**src/rtl/led_fader_pkg.sv**
```systemverilog
// Shared types and constants for the LED fader: ramp state encoding,
// Avalon-MM word addresses and CTRL register bit positions.
package led_fader_pkg;

    typedef enum logic [1:0] {
        ST_IDLE = 2'd0,
        ST_UP   = 2'd1,
        ST_ON   = 2'd2,
        ST_DOWN = 2'd3
    } fade_state_t;

    localparam logic [1:0] ADDR_CTRL   = 2'd0;
    localparam logic [1:0] ADDR_MAX    = 2'd1;
    localparam logic [1:0] ADDR_DIV    = 2'd2;
    localparam logic [1:0] ADDR_STATUS = 2'd3;

    localparam int CTRL_EN_BIT  = 0;
    localparam int CTRL_INV_BIT = 1;

endpackage

```
**src/rtl/led_fader_pwm.sv**
```systemverilog
// Free-running PWM generator: registered compare of a wrapping counter
// against duty, with an optional output inversion applied after the register.
module led_fader_pwm #(
    parameter int PWM_W = 8
) (
    input  logic             clk,
    input  logic             reset_n,
    input  logic [PWM_W-1:0] duty,
    input  logic             invert,
    output logic             pwm_out
);

    logic [PWM_W-1:0] r_pwm_cnt;
    logic             r_pwm_raw;

    // NOTE: sequential state uses non-blocking assignments so every register
    // samples the pre-edge values of its neighbours.
    always_ff @(posedge clk or negedge reset_n) begin
        if (!reset_n) begin
            r_pwm_cnt <= '0;
            r_pwm_raw <= 1'b0;
        end else begin
            r_pwm_cnt <= r_pwm_cnt + 1'b1;
            r_pwm_raw <= (r_pwm_cnt < duty);
        end
    end

    assign pwm_out = r_pwm_raw ^ invert;

endmodule

```
**src/rtl/led_fader.sv**
```systemverilog
// led_fader: turns blinker edges into linear brightness ramps and drives a PWM LED pin.
// Define LED_FADER_GAMMA_EN to map level to duty through a square-law curve.
module led_fader
    import led_fader_pkg::*;
#(
    parameter int PWM_W = 8,
    parameter int DIV_W = 16
) (
    input  logic        clk,
    input  logic        reset_n,
    input  logic [1:0]  address,
    input  logic        read,
    output logic [31:0] readdata,
    input  logic        write,
    input  logic [31:0] writedata,
    input  logic        blink_in,
    output logic        pwm_out
);

    logic              r_en;
    logic              r_inv;
    logic [PWM_W-1:0]  r_max_level;
    logic [DIV_W-1:0]  r_step_div;
    logic [DIV_W-1:0]  r_step_cnt;
    logic              r_blink_q;
    fade_state_t       r_state;
    logic [PWM_W-1:0]  r_level;
    logic [31:0]       r_readdata;

    logic              w_rise;
    logic              w_fall;
    logic              w_tick;
    fade_state_t       w_next_state;
    logic [PWM_W-1:0]  w_next_level;
    logic [31:0]       w_read_mux;
    logic [PWM_W-1:0]  w_duty;
    logic              w_unused;

    assign w_rise   = blink_in & ~r_blink_q;
    assign w_fall   = ~blink_in & r_blink_q;
    assign w_tick   = (r_step_cnt == r_step_div);
    assign readdata = r_readdata;

    // NOTE: every output of this block gets a default first, so no path
    // through the case can leave a signal unassigned and infer a latch.
    always_comb begin
        w_read_mux = '0;
        case (address)
            ADDR_CTRL: begin
                w_read_mux[CTRL_EN_BIT]  = r_en;
                w_read_mux[CTRL_INV_BIT] = r_inv;
            end
            ADDR_MAX:    w_read_mux[PWM_W-1:0] = r_max_level;
            ADDR_DIV:    w_read_mux[DIV_W-1:0] = r_step_div;
            ADDR_STATUS: begin
                w_read_mux[1:0]        = r_state;
                w_read_mux[8 +: PWM_W] = r_level;
            end
            default: ;
        endcase
    end

    // A write wins over a simultaneous read; readdata then keeps its old value.
    always_ff @(posedge clk or negedge reset_n) begin
        if (!reset_n) begin
            r_en        <= 1'b0;
            r_inv       <= 1'b0;
            r_max_level <= '1;
            r_step_div  <= '0;
            r_readdata  <= '0;
        end else if (write) begin
            case (address)
                ADDR_CTRL: begin
                    r_en  <= writedata[CTRL_EN_BIT];
                    r_inv <= writedata[CTRL_INV_BIT];
                end
                ADDR_MAX: r_max_level <= writedata[PWM_W-1:0];
                ADDR_DIV: r_step_div  <= writedata[DIV_W-1:0];
                default: ;
            endcase
        end else if (read) begin
            r_readdata <= w_read_mux;
        end
    end

    // Edges take precedence over step ticks; the final clamp handles MAX_LEVEL
    // being lowered underneath the current level in any state.
    always_comb begin
        w_next_state = r_state;
        w_next_level = r_level;
        if (!r_en) begin
            w_next_state = ST_IDLE;
            w_next_level = '0;
        end else begin
            case (r_state)
                ST_IDLE: if (w_rise) w_next_state = ST_UP;
                ST_UP: begin
                    if (w_fall) begin
                        w_next_state = ST_DOWN;
                    end else if (r_level >= r_max_level) begin
                        w_next_state = ST_ON;
                        w_next_level = r_max_level;
                    end else if (w_tick) begin
                        w_next_level = r_level + 1'b1;
                        if (w_next_level == r_max_level) w_next_state = ST_ON;
                    end
                end
                ST_ON: if (w_fall) w_next_state = ST_DOWN;
                ST_DOWN: begin
                    if (w_rise) begin
                        w_next_state = ST_UP;
                    end else if (r_level == '0) begin
                        w_next_state = ST_IDLE;
                    end else if (w_tick) begin
                        w_next_level = r_level - 1'b1;
                        if (r_level == PWM_W'(1)) w_next_state = ST_IDLE;
                    end
                end
                default: ;
            endcase
            if (w_next_level > r_max_level) w_next_level = r_max_level;
        end
    end

    always_ff @(posedge clk or negedge reset_n) begin
        if (!reset_n) begin
            r_state    <= ST_IDLE;
            r_level    <= '0;
            r_step_cnt <= '0;
            r_blink_q  <= 1'b0;
        end else begin
            r_state   <= w_next_state;
            r_level   <= w_next_level;
            r_blink_q <= blink_in;
            if (w_next_state != r_state || w_tick) r_step_cnt <= '0;
            else                                   r_step_cnt <= r_step_cnt + 1'b1;
        end
    end

`ifdef LED_FADER_GAMMA_EN
    logic [2*PWM_W-1:0] w_level_ext;
    logic [2*PWM_W-1:0] w_level_sq;
    assign w_level_ext = {{PWM_W{1'b0}}, r_level};
    assign w_level_sq  = w_level_ext * w_level_ext;
    assign w_duty      = w_level_sq[2*PWM_W-1:PWM_W];
    assign w_unused    = ^{writedata[31:DIV_W], w_level_sq[PWM_W-1:0]};
`else
    assign w_duty      = r_level;
    assign w_unused    = ^writedata[31:DIV_W];
`endif

    led_fader_pwm #(.PWM_W(PWM_W)) u_pwm (
        .clk     (clk),
        .reset_n (reset_n),
        .duty    (w_duty),
        .invert  (r_inv),
        .pwm_out (pwm_out)
    );

endmodule
```
**config.mk**
```make
export PLATFORM = sky130hd
export DESIGN_NAME = led_fader
export DESIGN_NICKNAME = d
export VERILOG_FILES = /design/src/rtl/led_fader_pkg.sv /design/src/rtl/led_fader_pwm.sv /design/src/rtl/led_fader.sv
export SDC_FILE = /design/constraint.sdc
export NUM_CORES = 1
export LEC_CHECK = 0
export ABC_AREA = 1
export CORE_ASPECT_RATIO = 1.75
export CORE_MARGIN = 2
export CORE_UTILIZATION = 25
export DETAILED_ROUTE_END_ITERATION = 10
export GPL_TIMING_DRIVEN = 0
export PLACE_DENSITY = 0.44
export SLEW_MARGIN = 15
export SYNTH_ARGS = -nofsm -noshare
export SYNTH_HDL_FRONTEND = slang
export SYNTH_SLANG_ARGS = --single-unit
```
**constraint.sdc**
```tcl
create_clock -name clk -period 3.65 [get_ports clk]
set_input_delay 1.095 -clock clk [delete_from_list [all_inputs] [get_ports clk]]
set_output_delay 1.095 -clock clk [all_outputs]
set_load 0.05 [all_outputs]
```
After elaboration in Yosys (flattened, before gate mapping)
Cells that the tools add are included.
{"block": "classes", "add_sub_neg": 4, "magnitude_cmp": 3, "eq_ne": 10, "muxes": 26, "bitwise_logic": 6, "n_reduce_logical": 8}
{"op": "8-bit 2-to-1 mux", "count": 9}
{"op": "8-bit one-hot mux with 2 select lines", "count": 2}
{"op": "2-bit 2-to-1 mux", "count": 11}
{"op": "16-bit by 1-bit adder with 16-bit output (second input constant)", "count": 1}
{"op": "8-bit by 1-bit adder with 8-bit output (second input constant)", "count": 2}
{"op": "16-bit == test", "count": 1}
{"op": "16-bit 2-to-1 mux", "count": 1}
{"op": "2-bit one-hot mux with 4 select lines", "count": 2}
{"op": "6-bit one-hot mux with 2 select lines", "count": 1}
{"op": "2-bit == test (second input constant)", "count": 4}
{"op": "8-bit by 1-bit == test with 1-bit output (second input constant)", "count": 1}
{"op": "8-bit == test", "count": 1}
{"op": "8-bit >= comparator", "count": 1}
{"op": "8-bit > comparator", "count": 1}
{"op": "8-bit zero test", "count": 1}
{"op": "8-bit < comparator", "count": 1}
{"op": "2-bit AND reduction", "count": 4}
{"op": "8-bit by 1-bit subtractor with 8-bit output (second input constant)", "count": 1}
{"op": "2-bit by 1-bit == test with 1-bit output (second input constant)", "count": 2}
{"op": "2-bit zero test", "count": 2}
{"op": "1-bit NOT", "count": 3}
{"op": "1-bit bitwise AND", "count": 2}
{"op": "2-bit != test", "count": 1}
{"op": "1-bit logical OR", "count": 1}
{"op": "1-bit bitwise XOR", "count": 1}
{"block": "totals", "ff_bits": 78, "input_bits": 39, "out_inout_bits": 33, "wordCells": 68}

Logic depth before layout (Yosys ltp)
Gate-level depths: netlist of run 1.
{"block": "logic_depth", "depth_word": 11, "mapped_depth": 24, "depth_no_buf": 24}

Cells and area by module
A second synthesis of run 1 with hierarchy kept.
{"block": "hier_totals", "cells_unflattened": 759, "hier_area_um2": 5337.6}
{"module": "led_fader", "instances": 1, "cells_per_inst": 702, "area_per_inst_um2": 4804.6, "seq_area_each_um2": 1736.7}
{"module": "led_fader_pwm", "instances": 1, "cells_per_inst": 57, "area_per_inst_um2": 533.0, "seq_area_each_um2": 225.2}

Worst setup path before layout of run 1
Ideal clock, no wire load.
{"block": "synth_timing", "kind": "reg-to-reg", "from": "register r_max_level[1]", "to": "register r_level[5]", "setup_ns": 0.077, "arrival_ns": 3.202, "required_time_ns": 3.573, "setup_slack_ns": 0.370, "path_stages_with_launch": 24, "n_path_buf": 2, "period_less_slack_ns": 3.280, "path_cell_list": "dfstp_2 -> inv_1 -> ha_1 -> inv_1 -> nor2_1 -> o21ai_0 -> nand2_1 -> nand2_1 -> nand3_1 -> inv_1 -> clkbuf_1 -> o21ai_0 -> o21bai_1 -> nand2_1 -> a21oi_1 -> ha_1 -> a21oi_1 -> o21ai_0 -> nand2_1 -> o211ai_1 -> nand2_1 -> clkbuf_1 -> o21ai_0 -> a21oi_1"}
{"block": "synth_between", "elab_chain_len": 8}
{"element": "start, declared", "line_no": "led_fader.sv:22", "source": "logic [PWM_W-1:0] r_max_level;"}
{"element": "start signal, assigned", "line_no": "led_fader.sv:77", "source": "ADDR_MAX: r_max_level <= writedata[PWM_W-1:0];"}
{"element": "8-bit >= comparator", "line_no": "led_fader.sv:100", "source": "end else if (r_level >= r_max_level) begin"}
{"element": "8-bit 2-to-1 mux", "line_no": "led_fader.sv:100"}
{"element": "8-bit 2-to-1 mux", "line_no": "led_fader.sv:98", "source": "if (w_fall) begin"}
{"element": "8-bit one-hot mux with 2 select lines", "line_no": "led_fader.sv:95", "source": "case (r_state)"}
{"element": "8-bit 2-to-1 mux", "line_no": "led_fader.sv:91", "source": "if (!r_en) begin"}
{"element": "8-bit > comparator", "line_no": "led_fader.sv:121", "source": "if (w_next_level > r_max_level) w_next_level = r_max_level;"}
{"element": "8-bit 2-to-1 mux *", "line_no": "led_fader.sv:121"}
{"element": "8-bit 2-to-1 mux *", "line_no": "led_fader.sv:91"}
{"element": "via w_next_level[5]", "line_no": "led_fader.sv:34", "source": "logic [PWM_W-1:0] w_next_level;"}
{"element": "end signal, assigned", "line_no": "led_fader.sv:133", "source": "r_level <= w_next_level;"}
{"element": "end, declared", "line_no": "led_fader.sv:27", "source": "logic [PWM_W-1:0] r_level;"}
Mark *: on every way through the listed nets, which the timed path passes. The rest lies on a longest branch. The select of a mux whose other input is x is not followed.
A chain may end at the register's enable or synchronous reset.

Worst setup path in the final report of run 1
{"block": "layout_timing", "from": "register r_max_level[7]", "to": "register r_level[4]"}
The elaborated chain is that of the path after synthesis.

==> impl_results.md, run 1 <==
* Worst VDD drop at 0.0002727 V
* Core area at 20930 µm²
* Critical Path Fanout Max at 10
* # IOs at 72
* Initial Util at between 20% and 30%
* Routability cong. at a little under 0.9
* Worst slew margin at between 60% and 70%
* DP Area at 6112 µm²
* Worst setup path category: reg -> reg
* Register area share after synthesis at 36.84%
* DR vias at 4940
* Util after Layout at between 30% and 40%
* Setup_tns at 0 ns
* Hpwl dp at 14.19 mm
* Tcrit/Tclk final at between 90% and 100%
* Instance count of the mapped netlist at 744
* # clock sinks at between 70 and 80
* Status: finished clean
* Post-synth EDFFs at 0
* Layout cells sized above 1 at 15.63%
* Pre-antenna DRT Iters at 4
* Final Cell Area at 6785 µm²
* Via density at roughly 4.6
* ANT nets after route at 0
* GRT overflow at 0
* Clock slew at reported path FFs at about 0.060 ns
* PD cells at 565.8 nW/µm²
* Max-Cap Viols at 0
* Total wire length at 17.81 mm
* Post-synthesis cell type count at 37
* CP Data Required Time at between 3 and 4 ns
* First-pass GRT wire length at 27.30 mm
* Crit end category: register
* Fin. max-slew vios at 0
* Root buffer cell: clkbuf_16
* Yosys synthesis warning count at 0
* Final nets at about 900
* # DRC at 0
* Pin count of the biggest net entering global routing at just under 50
* CP Launch Type: register
* Die Height at around 200 µm
* CTS tree: built
* Max clock buf depth at 2
* Clock Latency Late Sink at ~0.35 ns
* Final setup fails at 0
* Die X at around 110 µm
* Async SR Flop Fraction at between 90% and 100%
* Total track usage at between 15 and 20%
* Hold WC Path Type: reg -> reg
* Worst-Margin Slew at 0.5863 ns
* Unrepaired setup endpoints after global routing: true
* Prevailing post-synth register cell: dfrtp_1
* Lkg Pwr at between 3 and 4 nW
* Initial antenna violation count at 0
* CTS HTree Levels at 3
* Avg WL per Cell at 16.43 µm
* Post-Syn Area at about 5300 µm²
* DRT iter0 DRCs at 185
* WHS at 0.4687 ns
* N_diodes at 0
* Final Skew at around 0.0075 ns
* I/O Buffers at 39
* DIE AREA at 22530 µm²
* #FFs+latches synth at between 70 and 80
* Final Hold Violating Endpoints at 0
* Peak Freq at roughly 0.28 GHz
* Syn_area_per_cell at roughly 7.2 µm²
* TritonCTS Buffers at 9
* Arrival @ worst endpoint at about 3.8 ns
* Post-layout min period at roughly 3.6 ns
* Layout area overhead at 27.42%
* Row cnt at 70
* Number of global-route vias before repair at 4916
==> routing by layer <==
metal | wire length [µm] | track usage, %
met5 | 0 | 0
met4 | 1137 | 10.21
met3 | 351 | 1.810
met1 | 6335 | 15.80
met2 | 9984 | 31.86
==> worst max-delay path, stage by stage, from the launching register on <==
cell and delay (ns):
dfstp_2 0.58, clkinvlp_4 0.14, ha_4 0.24, a21oi_1 0.15, o21a_1 0.22, nand3_2 0.13, inv_4 0.10, buf_8 0.13
nand2_1 0.05, o21ai_1 0.08, o21bai_1 0.08, nand3_1 0.13, inv_1 0.06, ha_1 0.30, nand2_1 0.09, nor2_4 0.15
nand2_1 0.08, o211ai_1 0.19, nand2_2 0.20, clkbuf_16 0.21, o21ai_1 0.12, nor2_1 0.05
==> layout by cell type, fill, tap and decap left out, types with 9 or more instances in the layout <==
cell	netlist	final
a21oi_1	50	47
buf_4	18	34
clkbuf_1	10	10
clkbuf_16	0	10
clkdlybuf4s50_1	0	37
conb_1	1	16
dfrtp_1	70	68
ha_1	33	30
inv_1	89	78
inv_2	7	11
nand2_1	189	186
nand3_1	38	37
nand4_1	9	9
nor2_1	74	68
nor2_2	16	16
o21ai_0	62	48
o21ai_1	0	11
xor2_1	21	21
==> registers in the layout, indices dropped and copies added, names as in the netlist <==
signal           flops
r_step_cnt          16
r_step_div          16
readdata            16
r_level              8
r_max_level          8
u_pwm.r_pwm_cnt      8
r_state              2
r_blink_q            1
r_en                 1
r_inv                1
u_pwm.r_pwm_raw      1
==> metrics by stage <==
step | worst slack [ns] | power (mW) | instances
3_3_place_gp | -1.732 | 2.541 | 1050
5_1_grt | -0.09917 | 4.102 | 1084
6_report | 0.06181 | 3.839 | 1084
2_1_floorplan | 0.3701 | 2.079 | 759
4_1_cts | 0.003541 | 3.697 | 1070
3_5_place_dp | -0.9985 | 2.549 | 1051
==> cell usage after synthesis, types with 2 or more instances <==
cell type / number / area share, %
nand3_1: 38 / 3.6
nand4_1: 9 / 1.1
clkinv_1: 3 / 0.21
buf_2: 2 / 0.19
dfstp_2: 8 / 3.9
nand2_2: 2 / 0.23
o21bai_1: 5 / 0.70
nor2_1: 74 / 5.2
o22ai_1: 6 / 0.70
a31oi_1: 2 / 0.23
dfrtp_1: 70 / 33
nor3_1: 6 / 0.56
nor4_1: 4 / 0.47
o211ai_1: 3 / 0.42
inv_1: 89 / 6.3
ha_1: 33 / 7.8
a21oi_1: 50 / 4.7
o21ai_0: 62 / 5.8
clkbuf_1: 10 / 0.70
a21boi_0: 2 / 0.28
nor2_4: 2 / 0.42
nand2_1: 189 / 13
clkbuf_2: 2 / 0.19
nor2_2: 16 / 1.9
xnor2_1: 2 / 0.33
buf_4: 18 / 2.5
xor2_1: 21 / 3.5
inv_2: 7 / 0.49
==> cell families (layout without fill, tap and decap cells) <==
family / count (synthesis) / count (layout) / synth area share [%]
other: 1 / 16 / 0.07042
xor gates and xnor gates: 23 / 23 / 3.783
buffers and inverters: 134 / 207 / 11.00
and+or+nand+nor: 343 / 343 / 27.37
adders and majority gates: 33 / 33 / 7.754
DFF: 78 / 78 / 36.84
AOI/OAI and AO/OA: 132 / 132 / 13.18
==> repair_timing <==
item,in CTS,in global routing
gates cloned,0,1
hold endpoints to repair,0,0
hold buffers,0,0
pin swaps,1,15
setup buffers,3,13
endpoints found under the setup margin,8,8
resized for setup,29,42
==> area by class of cell <==
| cell class | count | area (µm²) |
|---|---|---|
| Fill cell | 2254 | 14150 |
| Sequential cell | 78 | 1964 |
| Multi-Input combinational cell | 547 | 2972 |
| Timing Repair Buffer | 57 | 566.8 |
| Clock buffer | 11 | 232.7 |
| Tap cell | 252 | 315.3 |
| Clock inverter | 5 | 106.4 |
| Inverter | 100 | 397.9 |
| Buffer | 34 | 230.2 |
==> power by group <==
part	leakage (nW)	internal, mW	switching (mW)
logic	2.19	0.612	1.04
clock network	0.160	0.671	0.376
registers	0.968	0.998	0.147
total	3.32	2.28	1.56
==> final timing paths <==
path,startpoint,end,slack [ns],cells past startpoint
max,r_max_level[7]$_DFFE_PN1P_,r_level[4]$_DFF_PN0_,0.06,21
min,u_pwm.r_pwm_cnt[0]$_DFF_PN0_,u_pwm.r_pwm_cnt[0]$_DFF_PN0_,0.47,1
max reg2reg,r_max_level[7]$_DFFE_PN1P_,r_level[4]$_DFF_PN0_,0.06,21
min reg2reg,u_pwm.r_pwm_cnt[0]$_DFF_PN0_,u_pwm.r_pwm_cnt[0]$_DFF_PN0_,0.47,1
max in group asynchronous,reset_n,r_max_level[7]$_DFFE_PN1P_,2.28,2
min in group asynchronous,reset_n,r_inv$_DFFE_PN0P_,0.71,1
Power figures use the tool's default switching activity.
==> inputs of run 2 (changes only) <==
SYNTH_HIERARCHICAL = 1   (was unset)
==> run 2 against run 1 <==
Clock power down 14%. Worst setup slack better by 0.14 ns. Critical path depth increased by 1. Core utilization decreased by 0.54 points. Largest power group unchanged.
==> impl_results.md, run 2 <==
* Hold WC Path Type: reg -> reg
* Root buffer cell: clkbuf_16
* Worst VDD drop at 0.0002078 V (-24%)
* Crit end category: register
* Synth top area share at 32.82% (-0.077 points)
* Lkg Pwr at 3.305 nW (-0.46%)
* Core area at 20930 µm² (unchanged)
* Post-synthesis cell type count at 35 (-5.4%)
* CTS HTree Levels at 3 (unchanged)
* Avg WL per Cell at 15.76 µm (-4.1%)
* Worst-Margin Slew at 0.6281 ns (+0.04188 ns)
* Die X at 114.5 µm (+0.11%)
* Area leader, netlist: dfrtp_1
* I/O Buffers at 39 (unchanged)
* Clock slew at reported path FFs at 0.06 ns (about the same)
* GRT overflow at 0 (unchanged)
* Total wire length at 17.31 mm (-2.8%)
* Dpl ws at -1.143 ns (-0.1444 ns)
* Max clock buf depth at 2 (unchanged)
* Peak Freq at 0.2903 GHz (+4.2%)
* Setup_tns at 0 ns (unchanged)
* Instance count of the mapped netlist at 759 (+2.0%)
* Pin count of the biggest net entering global routing at 41 (-16%)
* Hold-fix buffers, CTS at 0 (unchanged)
* Number of global-route vias before repair at 4934 (+0.37%)
* CP Launch Type: register
* Post-Syn Area at 5338 µm² (+0.23%)
* Post-synth EDFFs at 0 (unchanged)
* Hpwl dp at 13.62 mm (-4.0%)
* First-pass GRT wire length at 27.01 mm (-1.1%)
* Worst slew margin at 58.12% (-2.8 points)
* Grt met3 use at 1.841% (+0.031 points)
* Async SR Flop Fraction at 100.0% (unchanged)
* DIE AREA at 22580 µm² (+0.23%)
* Syn_area_per_cell at 7.032 µm² (-1.7%)
* Final WS setup at 0.2053 ns (+0.1435 ns)
* Commonest non-fill, non-tap cell in the layout: nand2_1
* Fin. max-slew vios at 0 (unchanged)
* Arrival @ worst endpoint at 3.67 ns (-0.16 ns)
* Yosys synthesis warning count at 6 (+6)
* Post-layout min period at 3.445 ns (-0.1435 ns)
* Die Height at 197.3 µm (+0.11%)
* CTS tree: built
* Row cnt at 70 (unchanged)
* DR vias at 4942 (+0.040%)
* # IOs at 72 (unchanged)
* Final Skew at 0.01075 ns (+0.003260 ns)
* Pre-antenna DRT Iters at 4 (unchanged)
* Tcrit/Tclk final at 94.37% (-3.9 points)
* Final setup fails at 0 (unchanged)
* Layout cells sized above 1 at 13.95% (-1.7 points)
* N_diodes at 0 (unchanged)
* FILL cells at 2245 (-0.40%)
* Top-count cell post-synth: nand2_1
* Gr busiest metal: met2
* Status: finished clean
* ANT nets after route at 0 (unchanged)
* Most frequent cells after synthesis: nand2_1 (219), inv_1 (103), dfrtp_1 (70)
* # DRC at 0 (unchanged)
* Commonest cells after routing, fill and taps aside: nand2_1 (214), inv_1 (97), dfrtp_1 (69)
* Initial antenna violation count at 0 (unchanged)
* Prevailing post-synth register cell: dfrtp_1
* Met1 track utilization from global routing at 15.92% (+0.12 points)
* Worst setup path category: reg -> reg
* Largest cells by area after synthesis: dfrtp_1 (33%), nand2_1 (15%), ha_1 (7.7%)
* Final Hold Violating Endpoints at 0 (unchanged)
* Clock Latency Late Sink at 0.35 ns (about the same)
* Routability cong. at 0.9154 (+4.4%)
* #FFs+latches synth at 78 (unchanged)
* Max-Cap Viols at 0 (unchanged)
* Grt met2 use at 31.38% (-0.47 points)
* Layout area overhead at 25.01%
* # clock sinks at 78 (unchanged)
* Total track usage at 16.03% (-0.28 points)
* Critical Path Fanout Max at 10 (unchanged)
* Initial Util at 25.50% (+0.060 points)
* DRT iter0 DRCs at 182 (-1.6%)
* Final Non-Filler Cells at 1098 (+1.3%)
* CP Data Required Time at 3.88 ns (about the same)
* Register area share after synthesis at 36.76% (-0.086 points)
* Placed insts at 1066 (+1.4%)
* PD cells at 616.1 nW/µm² (+8.9%)
* Final nets at 914 (+1.7%)
* Via density at 4.501 (-1.2%)
* TritonCTS Buffers at 9 (unchanged)
[run 2: cell types whose count changed after synthesis, moves of 3 or more]
cell | previous run | this run
inv_1 | 89 | 103
inv_2 | 7 | 2
nand2_1 | 189 | 219
nand3_1 | 38 | 55
nand3_2 | 1 | 4
nand4_1 | 9 | 1
nor2_1 | 74 | 61
nor3_1 | 6 | 2
nor3_2 | 0 | 3
nor4_1 | 4 | 0
o21ai_0 | 62 | 49
o21ai_1 | 0 | 3
o21bai_1 | 5 | 2
[run 2: worst max-delay path, stage by stage, from the launching register on]
cell,delay (ns)
dfstp_2,0.57
inv_2,0.09
ha_1,0.31
a21oi_1,0.16
o21ai_0,0.11
nand2_1,0.11
nand3_4,0.10
inv_2,0.08
buf_6,0.14
nand2_1,0.07
nand3_2,0.08
nand3_1,0.08
nand3_2,0.15
inv_1,0.06
ha_1,0.28
nand2_1,0.09
nor2_2,0.14
nand2_1,0.07
o211ai_1,0.14
o21ai_4,0.11
clkbuf_8,0.18
o21ai_0,0.14
a21oi_1,0.06
[run 2: metrics by stage]
| stage | total power [mW] | utilization [%] | area (µm²) | hold WS [ns] |
|---|---|---|---|---|
| 2_1_floorplan | 2.397 | - | 5394 | 0.4485 |
| 3_3_place_gp | 2.975 | 29.14 | 6100 | 0.4645 |
| 3_5_place_dp | 2.981 | 29.22 | 6117 | 0.4657 |
| 4_1_cts | 4.054 | 31.21 | 6533 | 0.4799 |
| 5_1_grt | 4.433 | 31.88 | 6673 | 0.4937 |
| 6_report | 4.111 | 31.88 | 6673 | 0.4783 |
[run 2: worst paths after layout]
kind                                             end  slack [ns]  cells after the start                        from
min in group asynchronous  r_step_div[5]$_DFFE_PN0P_        0.73                      1                     reset_n
max reg2reg                     r_level[6]$_DFF_PN0_        0.21                     22  r_max_level[3]$_DFFE_PN1P_
max in group asynchronous   readdata[15]$_DFFE_PN0P_        2.29                      2                     reset_n
max                             r_level[6]$_DFF_PN0_        0.21                     22  r_max_level[3]$_DFFE_PN1P_
min reg2reg                  readdata[6]$_DFFE_PN0P_        0.48                      2     readdata[6]$_DFFE_PN0P_
min                          readdata[6]$_DFFE_PN0P_        0.48                      2     readdata[6]$_DFFE_PN0P_
[run 2: final cells by class]
class                           count  area, µm²  share of cell area (%)
Clock inverter                      4      50.05                  0.7500
Tap cell                          252      315.3                   4.725
Multi-Input combinational cell    554       2930                   43.92
Sequential cell                    78       1963                   29.42
Inverter                          108      420.4                   6.300
Timing Repair Buffer               57      538.0                   8.063
Buffer                             34      222.7                   3.338
Clock buffer                       11      232.7                   3.488
[run 2: repair_timing]
item	CTS	global route
setup endpoints to repair	8	8
pin swaps	3	6
buffers inserted	8	9
resized for setup	20	29
[run 2: metal layers]
| metal | share of wire (%) | vias up | wire, µm |
|---|---|---|---|
| met1 | 36 | 2293 | 6303 |
| met5 | 0 | - | 0 |
| met4 | 4.4 | 0 | 754 |
| met3 | 2.5 | 30 | 433 |
| li1 | - | 2533 | - |
| met2 | 57 | 86 | 9815 |
[run 2: cell families after synthesis]
family	share of synthesized area, %
fa+ha+maj	7.736
flops	36.76
compound gates	11.81
other cells	0.07026
xor+xnor	3.774
buf+inv	11.37
simple gates	28.48
[run 2: where the power goes]
part	switching, mW	internal, mW
combinational	1.28	0.726
sequential	0.191	1.01
clock	0.377	0.526
total	1.85	2.26
==> inputs of run 3 (changes only) <==
--- a/config.mk
+++ b/config.mk
@@ -6,10 +6,8 @@
 export NUM_CORES = 1
 export LEC_CHECK = 0
-export ABC_AREA = 1
 export CORE_ASPECT_RATIO = 1.75
 export CORE_MARGIN = 2
 export CORE_UTILIZATION = 25
 export DETAILED_ROUTE_END_ITERATION = 10
-export GPL_TIMING_DRIVEN = 0
 export PLACE_DENSITY = 0.44
 export SLEW_MARGIN = 15
==> constraint.sdc (replaced) <==
create_clock -name clk -period 3.65 [get_ports clk]
set_input_delay 1.095 -clock clk [delete_from_list [all_inputs] [get_ports clk]]
set_output_delay 1.095 -clock clk [all_outputs]
set_load 0.02 [all_outputs]
==> run 3 against run 2 <==
Clock power increased by 2%. Highest routed layer unchanged. Synthesized cell count decreased by 28%. Die area decreased by 4.1%. Core utilization increased by 4.1 points. Cell area increased by 8.9%. Global-route usage increased by 1.1 points. Non-clock buffer count increased by 56. Largest cell class unchanged. Combinational power increased by 27%. Cell count decreased by 15%. Critical endpoint is now r_level[3]$_DFF_PN0_.
==> impl_results.md, run 3 <==
* Status: finished clean
* N_diodes at 0 (unchanged)
* Pin count of the biggest net entering global routing at 60 (+46%)
* Adder-Cell Fraction of Synth Area at 8.076% (+0.34 points)
* Clock slew at reported path FFs at 0.07 ns (about the same)
* # clock sinks at 78 (unchanged)
* Fin. max-slew vios at 0 (unchanged)
* Avg WL per Cell at 19.62 µm (+24%)
* #FFs+latches synth at 78 (unchanged)
* Peak Freq at 0.2779 GHz (-4.3%)
* Initial Util at 25.31% (-0.19 points)
* Post-Syn Area at 5112 µm² (-4.2%)
* Row cnt at 69 (-1.4%)
* Post-synth EDFFs at 0 (unchanged)
* Worst setup path category: reg -> reg
* Hold path depth at 1 (-1)
* Area leader, netlist: dfrtp_1
* Post-synthesis mux area share at 5.727% (+5.7 points)
* Power, Total at 4.660 mW (+13%)
* CP Data Required Time at 3.88 ns (about the same)
* Largest cells by area after synthesis: dfrtp_1 (34%), ha_1 (8.1%), xor2_1 (5.1%)
* Final Hold Violating Endpoints at 0 (unchanged)
* Core area at 20200 µm² (-3.5%)
* # DRC at 0 (unchanged)
* Worst slew margin at 44.78% (-13 points)
* Final nets at 750 (-18%)
* Die X at 112.1 µm (-2.1%)
* Max incr delay on CP at 0.53 ns (-0.04 ns)
* Cell-by-cell trace of the critical path: inv_2, ha_4, a21o_1, a221oi_4, o21ai_2, buf_6, buf_6, a31oi_1, nand4b_1, a21oi_2, ha_2, nand3_2, o32ai_4, buf_6, a21oi_4, o41a_1
* Post-synthesis cell type count at 65 (+86%)
* Most frequent cells after synthesis: dfrtp_1 (70), nand2_1 (51), ha_1 (33)
* Total wire length at 18.27 mm (+5.5%)
* Final WS setup at 0.05207 ns (-0.1533 ns)
* Clock Latency Late Sink at 0.35 ns (about the same)
* GRT overflow at 0 (unchanged)
* I/O Buffers at 39 (unchanged)
* Commonest cells after routing, fill and taps aside: buf_4 (98), dfrtp_1 (69), nand2_1 (49)
* DIE AREA at 21650 µm² (-4.1%)
* Max-Cap Viols at 0 (unchanged)
* Initial antenna violation count at 0 (unchanged)
* Dpl ws at -0.8193 ns (+0.3235 ns)
* Met3 WL at 419 µm (-3.2%)
* Placed insts at 893 (-16%)
* Routability cong. at 0.9330 (+1.9%)
* Compound-gate portion of the synthesized area at 16.05% (+4.2 points)
* Worst VDD drop at 0.0002727 V (+31%)
* CTS HTree Levels at 3 (unchanged)
* Async SR Flop Fraction at 100.0% (unchanged)
* Crit end category: register
* Max clock buf depth at 2 (unchanged)
* FILL cells at 2094 (-6.7%)
* Register area share after synthesis at 38.37% (+1.6 points)
* Layout cells sized above 1 at 33.09% (+19 points)
* Crit-path most repeated cell: buf_6
* First-pass GRT wire length at 28.16 mm (+4.2%)
* Synth top area share at 34.26% (+1.4 points)
* Final setup fails at 0 (unchanged)
* DP Area at 6297 µm² (+2.9%)
* Synth Area in Simple Gates at 17.79% (-11 points)
* Util after Layout at 35.95% (+4.1 points)
* Hpwl dp at 13.94 mm (+2.3%)
* DRT iter0 DRCs at 180 (-1.1%)
* FF-to-FF path depth at 16 (-27%)
* Unrepaired setup endpoints after global routing: true
* Worst-Margin Slew at 0.8283 ns (+0.2002 ns)
* Tcrit/Tclk final at 98.57% (+4.2 points)
* CP Launch Type: register
* Final Non-Filler Cells at 931 (-15%)
* Top-count cell post-synth: dfrtp_1
* Syn_area_per_cell at 9.312 µm² (+32%)
* Prevailing post-synth register cell: dfrtp_1
* Final Skew at 0.009752 ns (-0.001001 ns)
* Critical Path Fanout Max at 6 (-4)
* Layout area overhead at 42.07%
* Die Height at 193.2 µm (-2.1%)
* DR vias at 4672 (-5.5%)
* Instance count of the mapped netlist at 549 (-28%)
* Total track usage at 17.14% (+1.1 points)
* Met2 WL post-DR at 10.92 mm (+11%)
* Pre-antenna DRT Iters at 4 (unchanged)
* Via density at 5.018 (+11%)
* M1 WL at 6.119 mm (-2.9%)
* Lkg Pwr at 3.091 nW (-6.5%)
* Final Cell Area at 7263 µm² (+8.9%)
* CP max stage cell: dfstp_2
* TritonCTS Buffers at 9 (unchanged)
* Largest family of logic cells by synthesized area: simple AND/OR/NAND/NOR gates
* Number of global-route vias before repair at 4915 (-0.39%)
* Root buffer cell: clkbuf_16
* Max Used Layer: met4
* PD cells at 641.6 nW/µm² (+4.1%)
* # IOs at 72 (unchanged)
* ANT nets after route at 0 (unchanged)
* Synth Area in XOR/XNOR at 7.538% (+3.8 points)
* CTS tree: built
* Hold WC Path Type: reg -> reg
* Commonest non-fill, non-tap cell in the layout: buf_4
* Arrival @ worst endpoint at 3.83 ns (+0.16 ns)
* Yosys synthesis warning count at 6 (unchanged)
* Post-layout min period at 3.598 ns (+0.1533 ns)
==> run 3: kinds of logic after synthesis <==
family          after synthesis
flops                        78
mux                          26
xor+xnor                     44
other cells                   1
fa+ha+maj                    33
compound gates              121
buf+inv                      68
simple gates                178
==> run 3: report_power, final <==
part           leakage (nW)  total [mW]  internal, mW  switching, mW
registers             0.986        1.18          1.02          0.158
logic                  1.95        2.56          1.22           1.34
clock network         0.151       0.923         0.533          0.390
==> run 3: layout make-up <==
type	count	area (µm²)	share of cell area, %
well taps	248	310.3	4.272
repair buffers	147	1260	17.35
clock buffers	9	225.2	3.101
flip-flops and latches	78	1963	27.03
multi-input cells	418	3338	45.96
clock inverters	7	73.82	1.016
inverters	24	92.59	1.275
==> run 3: metrics by stage <==
stage | setup TNS (ns) | hold WS, ns
after CTS | 0 | 0.4839
after global routing | -0.4273 | 0.5052
final | 0 | 0.4750
after global placement | -5.856 | 0.4662
after detailed placement | -6.013 | 0.4724
after floorplan | 0 | 0.4455
==> run 3: path summary, 6_finish.rpt <==
path,to,slack [ns],from
max in group asynchronous,r_max_level[1]$_DFFE_PN1P_,2.34,reset_n
min,r_step_cnt[0]$_DFF_PN0_,0.48,r_step_cnt[0]$_DFF_PN0_
max reg2reg,r_level[3]$_DFF_PN0_,0.05,r_max_level[6]$_DFFE_PN1P_
max,r_level[3]$_DFF_PN0_,0.05,r_max_level[6]$_DFFE_PN1P_
min in group asynchronous,r_level[6]$_DFF_PN0_,0.63,reset_n
min reg2reg,r_step_cnt[0]$_DFF_PN0_,0.48,r_step_cnt[0]$_DFF_PN0_
==> run 3: critical path, delay by kind of cell, from the launching register on <==
kind / cells / cell delay [ns]
adder cells (fa/ha/maj): 2 / 0.44
AND/OR/NAND/NOR: 2 / 0.23
flip-flops: 1 / 0.53
buffers and inverters: 4 / 0.48
AO/OA/AOI/OAI: 8 / 1.80
==> run 3: what timing repair did <==
item,in CTS,in global routing
resized for setup,48,47
setup endpoints to repair,8,8
pin swaps,30,33
buffers inserted,12,11
hold buffers,0,0
==> run 3: routing by layer <==
metal | global-route usage [%] | vias up
li1 | - | 2209
met1 | 16.59 | 2333
met2 | 34.59 | 88
met3 | 1.782 | 42
met4 | 9.662 | 0
met5 | 0 | -
